$ cat config.mk
export PLATFORM = sky130hd
export DESIGN_NAME = v_instr_issue_queue
export DESIGN_NICKNAME = d
export VERILOG_FILES = /design/src/rtl/v_instr_issue_queue.sv
export SDC_FILE = /design/constraint.sdc
export NUM_CORES = 1
export LEC_CHECK = 0
export ABC_AREA = 1
export CAP_MARGIN = 15
export CORE_MARGIN = 2
export CORE_UTILIZATION = 40
export DETAILED_ROUTE_END_ITERATION = 8
export HOLD_SLACK_MARGIN = 0.15
export SYNTH_ARGS = -nofsm -noshare
export SYNTH_HDL_FRONTEND = slang
export SYNTH_SLANG_ARGS = --single-unit
$ cat constraint.sdc
create_clock -name clk -period 8.4 [get_ports clk]
set_input_delay 1.68 -clock clk [delete_from_list [all_inputs] [get_ports clk]]
set_output_delay 1.68 -clock clk [all_outputs]
set_load 0.01 [all_outputs]
$ cat src/rtl/v_instr_issue_queue.sv
// Show-ahead issue queue carrying vector instructions and their scalar operands
// from the scalar core to the vector core, with vector memory-op stall tracking.
module v_instr_issue_queue #(
  parameter int FIFO_DEPTH = 4,
  parameter int DATA_WIDTH = 32
) (
  input  logic                          clk,
  input  logic                          reset,
  input  logic                          instr_valid_i,
  input  logic [DATA_WIDTH-1:0]         vector_instruction_i,
  input  logic [DATA_WIDTH-1:0]         rs1_i,
  input  logic [DATA_WIDTH-1:0]         rs2_i,
  output logic                          instr_ready_o,
  input  logic                          flush_i,
  input  logic                          scalar_load_req_i,
  input  logic                          scalar_store_req_i,
  output logic                          scalar_mem_stall_o,
  input  logic                          vector_stall_i,
  output logic [DATA_WIDTH-1:0]         vector_instruction_o,
  output logic [DATA_WIDTH-1:0]         rs1_o,
  output logic [DATA_WIDTH-1:0]         rs2_o,
  output logic                          fifo_empty_o,
  output logic [$clog2(FIFO_DEPTH):0]   fill_level_o
);

  localparam int PTR_W = $clog2(FIFO_DEPTH);
  localparam int CNT_W = PTR_W + 1;
  localparam logic [CNT_W-1:0] CNT_FULL = CNT_W'(FIFO_DEPTH);
  localparam logic [CNT_W-1:0] CNT_ONE  = CNT_W'(1);
  localparam logic [CNT_W-1:0] CNT_ZERO = CNT_W'(0);
  localparam logic [PTR_W-1:0] PTR_ONE  = PTR_W'(1);
  localparam logic [PTR_W-1:0] PTR_ZERO = PTR_W'(0);

  // Vector load (LOAD-FP major opcode) or vector store (STORE-FP major opcode).
  function automatic logic is_vmem_op(input logic [DATA_WIDTH-1:0] instr);
    logic hit;
    case (instr[6:0])
      7'b0000111: hit = 1'b1;
      7'b0100111: hit = 1'b1;
      default:    hit = 1'b0;
    endcase
    return hit;
  endfunction

  logic [DATA_WIDTH-1:0] instr_mem_r [FIFO_DEPTH];
  logic [DATA_WIDTH-1:0] rs1_mem_r   [FIFO_DEPTH];
  logic [DATA_WIDTH-1:0] rs2_mem_r   [FIFO_DEPTH];

  logic [PTR_W-1:0] wr_ptr_r;
  logic [PTR_W-1:0] rd_ptr_r;
  logic [CNT_W-1:0] count_r;
  logic [CNT_W-1:0] mem_cnt_r;

  logic             push_s;
  logic             pop_s;
  logic             mem_push_s;
  logic             mem_pop_s;
  logic [CNT_W-1:0] count_nxt_s;
  logic [CNT_W-1:0] mem_cnt_nxt_s;

  assign push_s     = instr_valid_i && (count_r != CNT_FULL);
  assign pop_s      = (count_r != CNT_ZERO) && !vector_stall_i;
  assign mem_push_s = push_s && is_vmem_op(vector_instruction_i);
  assign mem_pop_s  = pop_s && is_vmem_op(instr_mem_r[rd_ptr_r]);

  // Occupancy and memory-op count updates for one edge.
  always_comb begin
    count_nxt_s   = count_r;
    mem_cnt_nxt_s = mem_cnt_r;
    case ({push_s, pop_s})
      2'b10:   count_nxt_s = count_r + CNT_ONE;
      2'b01:   count_nxt_s = count_r - CNT_ONE;
      default: count_nxt_s = count_r;
    endcase
    case ({mem_push_s, mem_pop_s})
      2'b10:   mem_cnt_nxt_s = mem_cnt_r + CNT_ONE;
      2'b01:   mem_cnt_nxt_s = mem_cnt_r - CNT_ONE;
      default: mem_cnt_nxt_s = mem_cnt_r;
    endcase
  end

  // Pointer and counter state; flush drops any same-edge push or pop.
  always_ff @(posedge clk or negedge reset) begin
    if (!reset) begin
      wr_ptr_r  <= PTR_ZERO;
      rd_ptr_r  <= PTR_ZERO;
      count_r   <= CNT_ZERO;
      mem_cnt_r <= CNT_ZERO;
    end else if (flush_i) begin
      wr_ptr_r  <= PTR_ZERO;
      rd_ptr_r  <= PTR_ZERO;
      count_r   <= CNT_ZERO;
      mem_cnt_r <= CNT_ZERO;
    end else begin
      if (push_s) begin
        wr_ptr_r <= wr_ptr_r + PTR_ONE;
      end
      if (pop_s) begin
        rd_ptr_r <= rd_ptr_r + PTR_ONE;
      end
      count_r   <= count_nxt_s;
      mem_cnt_r <= mem_cnt_nxt_s;
    end
  end

  // Entry storage; contents are never cleared, only invalidated by the pointers.
  always_ff @(posedge clk) begin
    if (push_s && !flush_i) begin
      instr_mem_r[wr_ptr_r] <= vector_instruction_i;
      rs1_mem_r[wr_ptr_r]   <= rs1_i;
      rs2_mem_r[wr_ptr_r]   <= rs2_i;
    end
  end

  // Head entry is shown ahead; an empty queue presents the all-zero no-op.
  always_comb begin
    if (count_r == CNT_ZERO) begin
      vector_instruction_o = {DATA_WIDTH{1'b0}};
      rs1_o                = {DATA_WIDTH{1'b0}};
      rs2_o                = {DATA_WIDTH{1'b0}};
    end else begin
      vector_instruction_o = instr_mem_r[rd_ptr_r];
      rs1_o                = rs1_mem_r[rd_ptr_r];
      rs2_o                = rs2_mem_r[rd_ptr_r];
    end
  end

  assign instr_ready_o      = (count_r != CNT_FULL);
  assign fifo_empty_o       = (count_r == CNT_ZERO);
  assign fill_level_o       = count_r;
  assign scalar_mem_stall_o = (scalar_load_req_i || scalar_store_req_i) &&
                              (mem_cnt_r != CNT_ZERO);

endmodule

==> reports/results.ini <==
[final_layout]
diodes=0
nets=1539
drive_above_1_share_pct=5.677
multi_input_area_um2=3319
layout.area.seq_um2=11790
syn_to_final_growth_pct=24.83
nFillCells=3370
fin_util_pct=50.28

[global_route]
overflow=0
grt_max_degree=145
grtUsageTotal_pct=17.97
antenna_found_initial=2
grt_pass1_vias=9867
grt_pass1_wl_um=56640

[logic_synthesis]
synth_cell_types=24
ys_ff_latch=394
syn_area_um2=15490
syn_avg_cell_area_um2=12.48
syn_inst=1242
syn_nets=1351
seq_area_frac_synth_pct=76.03
ys_warn_count=0

[routing]
first_iter_violations=668
dr_total_vias=9814
drc=0
firstDrtPassIters=5
viasPerCell=4.957
wl_um=36220
ant_nets=0
wl_per_cell_um=18.29

[hold_path]
min_path_type=register to register
hold_depth=2
worst_hold_path.endpoint=wr_ptr_r[1]
min_from=wr_ptr_r[1]

[sta]
finalSetupTns_ns=0
min_period_over_period_pct=64.97
setup_violations=0
hold_violations=0
clock_skew_ns=0.009951
slew-limit-headroom_pct=30.49
tightest_slew_ns=1.043
hold_ws_ns=0.5440
max_freq_mhz=183.2
slew_violations=0
min_period_ns=5.457
rsz0062_at_grt=no

[clock_network]
clk_path_buf_depth=3
cts_made_buffers=42
cts_tree=built
cts.clk_slew.worst_paths_ns=0.06
insertion_delay_ns=0.54
cts_resized=0
numClockSinks=394
postCtsSetupBuffers=0
cts_root_buf=clkbuf_16
ctsHtreeMaxLevel=2
ctsHoldBuffers=0

[critical_path]
timing.rr.end=mem_cnt_r[2]
r2r_start=rd_ptr_r[0]
crit_type=register to primary output
cp_data_arrival_time_ns=3.78
cp.required_ns=6.72
rr_worst_depth=15
crit_path_end_kind=primary output
crit_fanout=144
r2r_slack_ns=5.18
startpoint_type=register

[pwr]
peakVddDrop_mv=0.1867
power_density_nw_per_um2=305.1
p_leak_nw=6.548

[place]
hpwl_um=20600
io_buffers=204
place_congestion=0.7483

[floorplanning]
rows=72
start_util_pct=40.28
io_pins=205
die-area_um2=40330
dieHeight_um=200.8
fp.coreArea_um2=38470
die_w_um=200.8

[status]
outcome=completed

[job]
drv_cap=0

[placed cells by master (no fill, tap or decap), drive strengths merged]
cell type and instances:
xnor2 2, inv 28, bufinv 4, nand3 18, clkbuf 53, nor2 376
buf 14, fa 2, dfrtp 10, o32a 1, clkinv 16, nand3b 1
ha 4, o21ai 185, clkdlybuf4s50 204, clkinvlp 2, edfxtp 384, a21oi 97
nand4 4, nand2 57
[per-layer routing]
| metal | up-vias | routed length (um) | global-route usage, % |
|---|---|---|---|
| met5 | - | 27 | 0 |
| met4 | 4 | 721 | 4.921 |
| met3 | 52 | 1993 | 3.328 |
| met2 | 254 | 17630 | 30.17 |
| met1 | 4751 | 15850 | 24.09 |
| li1 | 4753 | - | - |
[cells in the mapped netlist]
cell type	count	area share [%]
nand2_2	1	0.040
buf_4	1	0.048
o21ai_0	95	3.1
a21oi_1	97	3.1
nand4_1	4	0.16
buf_6	1	0.073
nand3_2	1	0.065
buf_2	27	0.87
fa_1	2	0.26
o21ai_1	90	2.9
dfrtp_1	10	1.6
nor2_1	374	9.1
buf_1	2	0.048
nor2_2	2	0.081
nand3b_1	1	0.048
ha_1	4	0.32
nand2_1	56	1.4
clkbuf_1	43	1.0
inv_1	23	0.56
edfxtp_1	384	74
xnor2_1	2	0.11
inv_2	4	0.097
nand3_1	17	0.55
o32a_1	1	0.065
[where the power goes]
group | internal [mW] | total, mW | switching [mW]
registers | 2.28 | 2.34 | 0.0608
logic | 0.770 | 1.78 | 1.01
clock network | 1.06 | 1.79 | 0.728
[metrics by stage]
stage	std cells	area (um2)	power, mW	setup slack (ns)
5_1_grt	1980	19340	6.202	2.634
3_5_place_dp	1904	18010	4.183	3.440
2_1_floorplan	1242	15490	3.250	1.916
6_report	1980	19340	5.902	2.943
4_1_cts	1980	19340	5.989	2.849
3_3_place_gp	1904	18010	4.178	3.466
[worst max-delay path by stage]
stage             startpoint                        to  slack, ns  cells past startpoint
2_1_floorplan  instr_valid_i         instr_mem_r[0][0]       1.92                      4
3_3_place_gp     rd_ptr_r[0]  vector_instruction_o[25]       3.47                      5
3_5_place_dp     rd_ptr_r[0]  vector_instruction_o[13]       3.44                      5
4_1_cts          rd_ptr_r[0]  vector_instruction_o[13]       2.85                      5
5_1_grt          rd_ptr_r[0]  vector_instruction_o[25]       2.63                      5
6_report         rd_ptr_r[0]  vector_instruction_o[13]       2.94                      5
[critical path, stage by stage (launching register included)]
cell and delay, ns:
dfrtp_4 0.68, inv_6 0.76, buf_4 0.57, o21ai_0 0.18
a21oi_1 0.31, clkdlybuf4s50_1 0.61
[sequential cells by signal, summed over array words and instances (netlist names)]
name,count
wr_ptr_r,2
instr_mem_r,128
rs2_mem_r,128
rs1_mem_r,128
mem_cnt_r,3
fill_level_o,3
rd_ptr_r,2
[layout make-up]
class,instances,area share [%]
repair buffers,218,11.10
well taps,518,3.351
clock buffers,53,5.757
flip-flops and latches,394,60.95
multi-input cells,747,17.16
clock inverters,23,1.106
inverters,27,0.5757
[cell families after synthesis]
family	synth area share, %
AO/OA/AOI/OAI	9.173
XOR/XNOR	0.1131
adder cells (fa/ha/maj)	0.5814
buffers and inverters	2.737
flip-flops	76.03
AND/OR/NAND/NOR	11.36
Power figures use the tool's default switching activity.
